### src/rtl/rr_arbiter8_pkg.sv
// Shared types and helpers for the 8-way round-robin arbiter: FSM encoding, sizes, one-hot decode.
// Purely declarative; no latency or backpressure of its own.
package arb_pkg;

    localparam logic ARB_IDLE  = 1'b0;
    localparam logic ARB_GRANT = 1'b1;
    localparam int   N_REQ     = 8;
    localparam int   IDX_W     = 3;

    typedef enum logic {
        ST_IDLE  = ARB_IDLE,
        ST_GRANT = ARB_GRANT
    } arb_state_e;

    function automatic logic [N_REQ-1:0] onehot8(input logic [IDX_W-1:0] idx);
        onehot8 = N_REQ'(1) << idx;
    endfunction

endpackage

### src/rtl/rr_arbiter8_if.sv
// Request/grant bundle between the requesting masters and the arbiter.
// Masters drive req and observe the grant; the arbiter is the slave side.
interface rr_arbiter8_if;
    import arb_pkg::*;

    logic [N_REQ-1:0] req;
    logic [N_REQ-1:0] gnt;
    logic [IDX_W-1:0] gnt_idx;
    logic             gnt_valid;
    logic             timeout;

    modport master (
        output req,
        input  gnt,
        input  gnt_idx,
        input  gnt_valid,
        input  timeout
    );

    modport slave (
        input  req,
        output gnt,
        output gnt_idx,
        output gnt_valid,
        output timeout
    );

endinterface

### src/rtl/rr_arbiter8_prienc8.sv
// 8:3 priority encoder, highest set bit wins; combinational, zero latency.
// en=0 or d=0 yields b=0, valid=0.
module prienc8 (
    input  logic [7:0] d,
    input  logic       en,
    output logic [2:0] b,
    output logic       valid
);

    always_comb begin
        b     = 3'd0;
        valid = 1'b0;
        if (en) begin
            for (int i = 0; i < 8; i++) begin
                if (d[i]) begin
                    b     = 3'(i);
                    valid = 1'b1;
                end
            end
        end
    end

endmodule

### src/rtl/rr_arbiter8.sv
// Round-robin arbiter, 8 requesters: registered one-hot grant 1 clock after req, held until req drops.
// Requesters wait on a level req; macro ARB_TIMEOUT_EN adds a forced release after MAX_HOLD cycles.
module rr_arbiter8
    import arb_pkg::*;
#(
    parameter int MAX_HOLD = 16,
    parameter int CNT_W    = 5
) (
    input  logic         clk,
    input  logic         rst,
    rr_arbiter8_if.slave bus
);

    arb_state_e       state_q, state_d;
    logic [N_REQ-1:0] gnt_q, gnt_d;
    logic [IDX_W-1:0] gnt_idx_q, gnt_idx_d;
    logic             gnt_valid_q, gnt_valid_d;
    logic [IDX_W-1:0] last_q, last_d;
    logic [N_REQ-1:0] masked;
    logic [N_REQ-1:0] enc_in;
    logic [IDX_W-1:0] enc_idx;
    logic             enc_valid;

`ifdef ARB_TIMEOUT_EN
    logic [CNT_W-1:0] hold_cnt_q, hold_cnt_d;
    logic             timeout_q, timeout_d;
`else
    logic unused_cfg;
    assign unused_cfg = ^{32'(MAX_HOLD), 32'(CNT_W)};
`endif

    // Only requesters below the last winner compete first; fall back to raw req on wrap.
    assign masked = bus.req & (onehot8(last_q) - N_REQ'(1));
    assign enc_in = (masked != '0) ? masked : bus.req;

    prienc8 u_enc (
        .d     (enc_in),
        .en    (state_q == ST_IDLE),
        .b     (enc_idx),
        .valid (enc_valid)
    );

    always_comb begin
        state_d     = state_q;
        gnt_d       = gnt_q;
        gnt_idx_d   = gnt_idx_q;
        gnt_valid_d = gnt_valid_q;
        last_d      = last_q;
`ifdef ARB_TIMEOUT_EN
        hold_cnt_d  = hold_cnt_q;
        timeout_d   = 1'b0;
`endif
        if (state_q == ST_IDLE) begin
            if (enc_valid) begin
                state_d     = ST_GRANT;
                gnt_d       = onehot8(enc_idx);
                gnt_idx_d   = enc_idx;
                gnt_valid_d = 1'b1;
                last_d      = enc_idx;
`ifdef ARB_TIMEOUT_EN
                hold_cnt_d  = CNT_W'(1);
`endif
            end
        end else begin
            if (!bus.req[gnt_idx_q]) begin
                state_d     = ST_IDLE;
                gnt_d       = '0;
                gnt_valid_d = 1'b0;
`ifdef ARB_TIMEOUT_EN
            end else if (hold_cnt_q == CNT_W'(MAX_HOLD)) begin
                state_d     = ST_IDLE;
                gnt_d       = '0;
                gnt_valid_d = 1'b0;
                timeout_d   = 1'b1;
            end else begin
                hold_cnt_d  = hold_cnt_q + CNT_W'(1);
`endif
            end
        end
    end

    always_ff @(posedge clk) begin
        if (rst) begin
            state_q     <= ST_IDLE;
            gnt_q       <= '0;
            gnt_idx_q   <= '0;
            gnt_valid_q <= 1'b0;
            last_q      <= '0;
`ifdef ARB_TIMEOUT_EN
            hold_cnt_q  <= '0;
            timeout_q   <= 1'b0;
`endif
        end else begin
            state_q     <= state_d;
            gnt_q       <= gnt_d;
            gnt_idx_q   <= gnt_idx_d;
            gnt_valid_q <= gnt_valid_d;
            last_q      <= last_d;
`ifdef ARB_TIMEOUT_EN
            hold_cnt_q  <= hold_cnt_d;
            timeout_q   <= timeout_d;
`endif
        end
    end

    assign bus.gnt       = gnt_q;
    assign bus.gnt_idx   = gnt_idx_q;
    assign bus.gnt_valid = gnt_valid_q;
`ifdef ARB_TIMEOUT_EN
    assign bus.timeout   = timeout_q;
`else
    assign bus.timeout   = 1'b0;
`endif

endmodule

### src/flat_wrapper.sv
// flat-port wrapper written by rule: the top's interface ports become plain ports
module rr_arbiter8_flat import arb_pkg::*;
#(
    parameter int MAX_HOLD = 16,
    parameter int CNT_W    = 5
)
  (clk, rst, bus_req, bus_gnt, bus_gnt_idx, bus_gnt_valid, bus_timeout);
  rr_arbiter8_if bus_i ();
  input  logic clk;
  input  logic rst;
  input wire logic [$bits(bus_i.req)-1:0] bus_req;
  output wire logic [$bits(bus_i.gnt)-1:0] bus_gnt;
  output wire logic [$bits(bus_i.gnt_idx)-1:0] bus_gnt_idx;
  output wire logic [$bits(bus_i.gnt_valid)-1:0] bus_gnt_valid;
  output wire logic [$bits(bus_i.timeout)-1:0] bus_timeout;
  assign bus_i.req = bus_req;
  assign bus_gnt = bus_i.gnt;
  assign bus_gnt_idx = bus_i.gnt_idx;
  assign bus_gnt_valid = bus_i.gnt_valid;
  assign bus_timeout = bus_i.timeout;
  rr_arbiter8 #(.MAX_HOLD(MAX_HOLD), .CNT_W(CNT_W)) u_core (.clk(clk), .rst(rst), .bus(bus_i));
endmodule
### config.mk
export PLATFORM = sky130hd
export DESIGN_NAME = rr_arbiter8_flat
export DESIGN_NICKNAME = d
export VERILOG_FILES = /design/src/rtl/rr_arbiter8_pkg.sv /design/src/rtl/rr_arbiter8_if.sv /design/src/rtl/rr_arbiter8_prienc8.sv /design/src/rtl/rr_arbiter8.sv /design/src/flat_wrapper.sv
export SDC_FILE = /design/constraint.sdc
export NUM_CORES = 1
export LEC_CHECK = 0
export BUFFER_PORTS_ARGS = -buffer_cell sky130_fd_sc_hd__buf_2
export CAP_MARGIN = 20
export CORE_UTILIZATION = 59
export CTS_BUF_LIST = sky130_fd_sc_hd__clkbuf_2 sky130_fd_sc_hd__clkbuf_4 sky130_fd_sc_hd__clkbuf_8
export DETAILED_ROUTE_END_ITERATION = 10
export PLACE_DENSITY = 0.92
export SKIP_LAST_GASP = 1
export SLEW_MARGIN = 0
export SYNTH_ARGS = -nofsm -noshare
export SYNTH_HDL_FRONTEND = slang
export SYNTH_HIERARCHICAL = 1
export SYNTH_SLANG_ARGS = --single-unit
### constraint.sdc
create_clock -name clk -period 6.4 [get_ports clk]
set_clock_uncertainty 0.05 [all_clocks]
set_input_delay 0.96 -clock clk [delete_from_list [all_inputs] [get_ports clk]]
set_output_delay 0.96 -clock clk [all_outputs]
set_load 0.1 [all_outputs]
==> results of run 1 <==
stage by stage:
stage                     hold slack (ps)  std cells  setup WS, ps  cell area [µm²]
after global placement              382.3        145          2696             1085
after detailed placement            389.4        145          2509             1085
after floorplan                     417.6        115          2336            988.4
after global routing                429.6        149          2098             1115
final                               405.3        149          2378             1115
after CTS                           411.0        149          2471             1115
cell usage after synthesis, drive strengths merged, types with 2 or more instances:
cell,count,area [µm²]
a211oi,2,15.01
a21o,3,22.52
a21oi,2,10.01
a32o,2,20.02
buf,3,17.52
clkbuf,5,18.77
dfxtp,13,260.3
inv,4,15.01
mux2i,5,62.56
mux4,2,52.55
nand2,7,26.28
nand2b,4,25.02
nand3,7,35.03
nor2,13,48.80
nor2b,3,18.77
nor3,2,10.01
nor3b,2,15.01
nor4,2,18.77
o21ai,6,30.03
o21bai,4,30.03
o2bb2ai,4,35.03
o31ai,2,28.78
or3,2,12.51
cell families (layout without fill, tap and decap cells):
group	count (synthesis)	count (layout)	share of synthesized area (%)
AOI/OAI and AO/OA	33	33	29.12
muxes	7	7	11.65
other	1	1	0.3794
DFF	13	13	26.33
and+or+nand+nor	47	47	25.19
xor gates and xnor gates	1	1	0.8862
buffers and inverters	12	30	5.190
adders and majority gates	1	1	1.266
layout make-up:
class	count	area share (%)
well taps	16	1.796
inverters	4	1.347
clock buffers	4	2.694
multi-input cells	90	60.72
flip-flops and latches	13	23.34
repair buffers	22	10.10
routing by layer:
layer	part of all wire, %	vias up
met5	0	-
met4	0.35	0
met3	6.3	2
met2	52	37
met1	42	462
li1	-	465
registers in the layout, summed over array words and instances (netlist names):
signal,count
u_core/bus.gnt,8
u_core/bus.gnt_valid,1
u_core/last_q,3
u_core/state_q,1
worst max-delay path: stages, from the launching register on:
cell and delay, ps:
dfxtp_1 530, or3_1 460, ha_1 300, nor2b_1 90
a2111oi_4 540, nand2_1 110, o21ai_0 410, nor4_2 70
nor2_1 210, o21bai_1 190, nor2b_1 450, nand3b_1 270
nor3_1 190, a21o_1 100
worst min path at each step:
stage / from / slack [ps] / to
final: u_core/bus.gnt[4]$_SDFFE_PP0P_ / 410 / u_core/bus.gnt[4]$_SDFFE_PP0P_
after CTS: u_core/bus.gnt[4]$_SDFFE_PP0P_ / 410 / u_core/bus.gnt[4]$_SDFFE_PP0P_
after detailed placement: u_core/bus.gnt[6]$_SDFFE_PP0P_ / 390 / u_core/bus.gnt[6]$_SDFFE_PP0P_
after global routing: u_core/bus.gnt[4]$_SDFFE_PP0P_ / 430 / u_core/bus.gnt[4]$_SDFFE_PP0P_
after floorplan: u_core/state_q$_SDFF_PP0_ / 420 / u_core/bus.gnt_valid$_SDFFE_PP0P_
after global placement: u_core/bus.gnt[6]$_SDFFE_PP0P_ / 380 / u_core/bus.gnt[6]$_SDFFE_PP0P_
==> results.toml, run 1 <==
[run_status]
status = "completed"

[placed_design]
place_congestion = 0.9319
dpl.hpwl_um = 1685
place.port_buffers = 21

[layout]
multiInputGateArea_um2 = 676.9
fin_nets = 145
area_growth_pct = 12.78
final_layout_size_suffix_gt1_share_pct = 24.81
ff_latch_area_um2 = 260.3
n_fill_cell = 122
diodes = 0
final_common_cell = "buf_2"
final_util_pct = 72.32
final_cell_mix = "buf_2, nor2_1, dfxtp_1"

[setup_path]
cp-start-kind = "flop"
rrSetupSlack_ps = 2380
critical_path_class = "flop to flop"
r2r_cells = 13
r2r_end = "u_core/bus.gnt[6]$_SDFFE_PP0P_"
crit_end = "u_core/bus.gnt[6]$_SDFFE_PP0P_"
r2r_start = "u_core/last_q[2]$_SDFFE_PP0P_"
crit_start = "u_core/last_q[2]$_SDFFE_PP0P_"
end_kind = "flop"
worstPathRequired_ps = 6570
arrival_ps = 4200
critPathMaxFanout = 17

[logic_synthesis]
syn_area_um2 = 988.4
ys.flop_type = "dfxtp_1"
synth-edff-count = 0
synth_area_per_cell_um2 = 8.595
synth_fp_nets = 126
yosysWarnings = 6
synth-seq-cells = 13
synth-async-reset-ratio_pct = 0
synth_cells = 115
yosysUniqueCellTypes = 44
synth_seq_area_share_pct = 26.33

[global_routing]
busiest_layer = "met2"
gr-usage-met3_pct = 6.809
antenna_found_initial = 0
met2_usage_pct = 44.24
met1_usage_pct = 37.70
grt_overflow = 0
grt_max_degree = 18
grt_pass1_wl_um = 3843
track_usage_pct = 27.51
first_global_vias = 833

[routing]
firstDrtPassIters = 4
drt-initial-drc-count = 28
routed-via-count = 966
drc = 0
wl_um = 2318
ant_nets = 0
routedWlPerCell_um = 15.56
routed_via_density = 6.483

[floorplanning]
die_h_um = 42.93
coreArea_um2 = 1541
die_area_um2 = 1843
initial_utilization_pct = 64.12
ios = 23
num_rows = 14
die_w_um = 42.93

[clock_network]
cts_setup_buffers = 0
ctsHoldBuffers = 0
root_buffer = "clkbuf_4"
ctsHtreeMaxLevel = 1
cts_sinks = 13
cts_resized = 0
clk-insertion-delay-late_ps = 270
max-clock-path-buffers = 2
cts_tree = "built"
numCtsBuffers = 3
path_clk_slew_ps = 70

[timing]
max_slew.worst_pin.slew_ps = 674.4
finalSetupTns_ps = 0
hold_viol_final = 0
setup_viol = 0
min_period_ps = 4022
rsz0062_at_grt = "no"
report.final.slew_viol_count = 0
fin_crit_sh_pct = 62.85
fmax_mhz = 248.6
relSlewSlack_pct = 54.98

[hold_path]
holdCritPathClass = "flop to flop"
holdPathStages = 1

[run]
maxCapViolations = 0
Power of run 1 is not shown: default switching activity piles up to over one toggle a cycle in this logic, so the estimate is an artifact.
==> run 2: changes to the inputs <==
CORE_UTILIZATION = 50   (was 59)
PLACE_DENSITY = 0.84   (was 0.92)
clock period = 3.6 ns   (was 6.4 ns; I/O delays follow)
==> run 2 against run 1 <==
  * Routed wire length shrank 1.4%
  * Maximum frequency grew 19%
  * Cell area grew 6.3%
  * Cell count grew 8.7%
  * First-iteration DRC count shrank 32%
  * Die area grew 17%
  * Setup slack lost 2200 ps
  * Non-clock buffer count grew 4
  * Count of clock-buffer cells in the layout is the same
  * Highest routed layer unchanged
==> results.toml, run 2 (synthesis gave the netlist of run 1 again) <==
[clock_network]
cts_resized = 0
clk-insertion-delay-late_ps = 280
numCtsBuffers = 3
root_buffer = "clkbuf_4"
cts_tree = "built"
max-clock-path-buffers = 2
path_clk_slew_ps = 90
ctsHoldBuffers = 0
cts_setup_buffers = 0
ctsHtreeMaxLevel = 1
cts_sinks = 13

[floorplanning]
num_rows = 15
coreArea_um2 = 1783
initial_utilization_pct = 55.44
ios = 23
die_h_um = 46.46
die_area_um2 = 2159
die_w_um = 46.46

[setup_path]
arrival_ps = 3560
critPathMostFrequentCell = "o21bai_1"
cp.buffers_inverters = 0
end_kind = "flop"
critPathMaxFanout = 9
cpPeakStageDelay_ps = 490
worstPathRequired_ps = 3770
path_cells = "or3_1, ha_1, nand2b_1, a41oi_4, nand3_1, o21bai_1, nor4_2, nor2_1, o21bai_1, or3b_2, nor2_2, nand2_1, o2bb2ai_1"
cp_slowest_cell = "or3b_2"
cp_top_family = "simple AND/OR/NAND/NOR gates"
critical_path_class = "flop to flop"
cp-start-kind = "flop"

[layout]
largest_reg_flops = 8
diodes = 0
final_layout_size_suffix_gt1_share_pct = 30.66
fin_cells = 162
final_util_pct = 66.46
area_growth_pct = 19.87
fin_nets = 149
final_common_cell = "buf_2"
final_cell_mix = "buf_2, nor2_1, dfxtp_1"
n_fill_cell = 143

[timing]
report.final.slew_viol_count = 0
max_slew.worst_pin.slew_ps = 545.1
whs_ps = 407.2
fmax_mhz = 295.1
min_period_ps = 3388
setup_ws_ps = 211.8
setup_viol = 0
relSlewSlack_pct = 63.66
hold_viol_final = 0
fin_crit_sh_pct = 94.12

[placed_design]
place.port_buffers = 21
place_congestion = 0.8947
dpl.hpwl_um = 1676
preCtsSetupSlack_ps = 164.6
dp_cells = 158

[global_routing]
grt_max_degree = 14
track_usage_pct = 22.64
antenna_found_initial = 0
grt_pass1_wl_um = 3505
grt_overflow = 0
first_global_vias = 802

[routing]
drc = 0
firstDrtPassIters = 4
routedWlPerCell_um = 14.11
drt-initial-drc-count = 19
routed-via-count = 961
routed_via_density = 5.932
ant_nets = 0
wl_um = 2286

[hold_path]
holdCritPathClass = "flop to flop"

[run]
maxCapViolations = 0

[run_status]
status = "completed"
==> run 2: final cells by class <==
type | instances | area (µm²) | share of cell area (%)
Clock buffer | 4 | 30.03 | 2.534
Inverter | 4 | 15.01 | 1.267
Multi-Input combinational cell | 90 | 696.9 | 58.82
Tap cell | 25 | 31.28 | 2.640
Sequential cell | 13 | 269.0 | 22.70
Timing Repair Buffer | 26 | 142.6 | 12.04
==> run 2: final timing paths <==
check	from	end	slack [ps]	depth (start not counted)
setup / recovery	u_core/last_q[2]$_SDFFE_PP0P_	u_core/bus.gnt[2]$_SDFFE_PP0P_	210	13
hold / removal	u_core/bus.gnt[6]$_SDFFE_PP0P_	u_core/bus.gnt[6]$_SDFFE_PP0P_	410	1
setup reg to reg	u_core/last_q[2]$_SDFFE_PP0P_	u_core/bus.gnt[2]$_SDFFE_PP0P_	210	13
hold reg to reg	u_core/bus.gnt[6]$_SDFFE_PP0P_	u_core/bus.gnt[6]$_SDFFE_PP0P_	410	1
==> run 2: metrics by stage <==
| step | area [µm²] | TNS, ps |
|---|---|---|
| floorplan | 997.2 | 0 |
| global placement | 1135 | 0 |
| detailed placement | 1135 | 0 |
| CTS | 1165 | 0 |
| global route | 1185 | -18.33 |
| finish | 1185 | 0 |
==> run 2: metal layers <==
metal / share of wire, % / vias to the layer above / track usage (%)
met3: 5.9 / 4 / 5.490
met4: 1.4 / 0 / 8.235
li1: - / 474 / -
met5: 0 / - / 0
met2: 46 / 37 / 34.72
met1: 46 / 446 / 30.40
Power of run 2 is left out for the same reason.
==> run 3: changes to the inputs <==
ABC_AREA = 1   (was unset)
CORE_UTILIZATION = 49   (was 50)
PLACE_DENSITY = 0.83   (was 0.84)
==> run 3 against run 2 <==
  * Hold slack better by 8.5 ps
  * Via count grew 4.0%
  * Routed wire length decreased by 3.3%
  * Flip-flop and latch count stayed put
  * Synthesized cell count increased by 29%
  * Non-clock buffer count decreased by 5
  * Maximum frequency increased by 4.8%
  * Utilization down 5.9 points
  * Sequential share of layout area up 1.9 points
  * Cell area decreased by 11%
  * Register-to-register slack improved by 160 ps
  * Count of clock-buffer cells in the layout is the same
==> results.toml, run 3 <==
[run_status]
status = "completed"

[timing]
report.final.slew_viol_count = 0
finalSetupTns_ps = 0
rsz0062_at_grt = "no"
setup_viol = 0
fmax_mhz = 309.4
min_period_ps = 3232
hold_viol_final = 0
fin_crit_sh_pct = 89.77

[routing]
drc = 0
firstDrtPassIters = 4
routedWlPerCell_um = 11.39
ant_nets = 0
drt-initial-drc-count = 30
wl_um = 2210
routed_via_density = 5.149
routed-via-count = 999

[floorplanning]
die_w_um = 45.44
coreArea_um2 = 1745
die_h_um = 45.44
die_area_um2 = 2065
initial_utilization_pct = 52.97
ios = 23
num_rows = 15

[setup_path]
worstPathRequired_ps = 3760
cp.buffers_inverters = 5
cp_top_family = "simple AND/OR/NAND/NOR gates"
critical_path_class = "flop to flop"
end_kind = "flop"
path_cells = "inv_2, nand3_1, ha_1, inv_1, o21ai_2, inv_2, a21oi_4, nand2_2, o21ai_1, nor2_1, a41oi_1, inv_1, nor2_1, inv_2, nor2_1, nand2_1, a21oi_1"
arrival_ps = 3390
critPathMaxFanout = 12
cpPeakStageDelay_ps = 630
cp-start-kind = "flop"
cp_slowest_cell = "dfxtp_1"

[layout]
fin_nets = 181
final_util_pct = 60.57
final_layout_size_suffix_gt1_share_pct = 25.44
fin_cells = 194
area_growth_pct = 14.34
post-route-cell-area_um2 = 1057
final_cell_mix = "nand2_1, buf_2, inv_1"
diodes = 0
largest_reg_flops = 8
final_common_cell = "nand2_1"

[global_routing]
antenna_found_initial = 0
grt_max_degree = 14
grt_overflow = 0
first_global_vias = 859
track_usage_pct = 23.27
grt_pass1_wl_um = 3498

[clock_network]
root_buffer = "clkbuf_4"
cts_sinks = 13
cts_resized = 0
path_clk_slew_ps = 70
numCtsBuffers = 3
ctsHoldBuffers = 0
cts_setup_buffers = 0
max-clock-path-buffers = 2
cts_tree = "built"
ctsHtreeMaxLevel = 1
clk-insertion-delay-late_ps = 280

[logic_synthesis]
synth_seq_area_share_pct = 28.15
yosys-top-cells-count = "nand2_1, inv_1, a21oi_1, dfxtp_1"
synthTopCellsByArea = "dfxtp_1, nand2_1, inv_1"
netlist.area_leader.share_pct = 28.15
synth.most_common_cell = "nand2_1"
synth_area_per_cell_um2 = 6.248
synth_fp_nets = 159
synth-seq-cells = 13
syn_area_um2 = 924.6
synth_top_area_cell = "dfxtp_1"
yosysWarnings = 6
yosysUniqueCellTypes = 29
synth-async-reset-ratio_pct = 0
synth_cells = 148
synth-edff-count = 0
ys.flop_type = "dfxtp_1"

[placed_design]
place_congestion = 0.8642
placed_area_um2 = 1027
dp_cells = 190
dpl.hpwl_um = 1759
place.port_buffers = 21

[hold_path]
holdCritPathClass = "flop to flop"

[run]
maxCapViolations = 0
==> run 3: area by class of cell <==
class	instances	area, µm²
Fill cell	185	688.2
Multi-Input combinational cell	106	536.8
Sequential cell	13	260.3
Timing Repair Buffer	21	105.1
Inverter	25	93.84
Tap cell	25	31.28
Clock buffer	4	30.03
==> run 3: path summary, 6_finish.rpt <==
check                           slack, ps                           start                              to  depth (start not counted)
worst min register to register        420  u_core/bus.gnt[7]$_SDFFE_PP0P_  u_core/bus.gnt[7]$_SDFFE_PP0P_                          2
worst min-delay path                  420  u_core/bus.gnt[7]$_SDFFE_PP0P_  u_core/bus.gnt[7]$_SDFFE_PP0P_                          2
worst max register to register        370   u_core/last_q[1]$_SDFFE_PP0P_  u_core/bus.gnt[1]$_SDFFE_PP0P_                         17
worst max-delay path                  370   u_core/last_q[1]$_SDFFE_PP0P_  u_core/bus.gnt[1]$_SDFFE_PP0P_                         17
==> run 3: per-layer routing <==
metal	GRT usage, %	share of wire, %
met3	4.365	3.9
met1	27.07	44
met4	10.91	1.1
met5	0	0
met2	40.57	51
==> run 3: per-stage QoR <==
step,setup slack [ps],hold WS [ps]
after detailed placement,438.0,404.7
after floorplan,219.0,463.2
final,368.4,415.7
after CTS,422.0,417.1
after global routing,64.39,432.2
after global placement,532.7,396.2
==> run 3: cells by family after synthesis <==
kind of cell	Yosys count	synth area share, %
flops	13	28.15
buf+inv	29	13.80
fa+ha+maj	1	1.353
simple gates	75	35.45
compound gates	29	20.84
other cells	1	0.4056
==> run 3: worst register-to-register path: cells and delay by family (launching register included) <==
kind | cells | cell delay, ps
adder cells (fa/ha/maj) | 1 | 190
flip-flops | 1 | 630
AND/OR/NAND/NOR | 6 | 960
buffers and inverters | 5 | 430
AO/OA/AOI/OAI | 5 | 920
Power of run 3 is left out for the same reason.
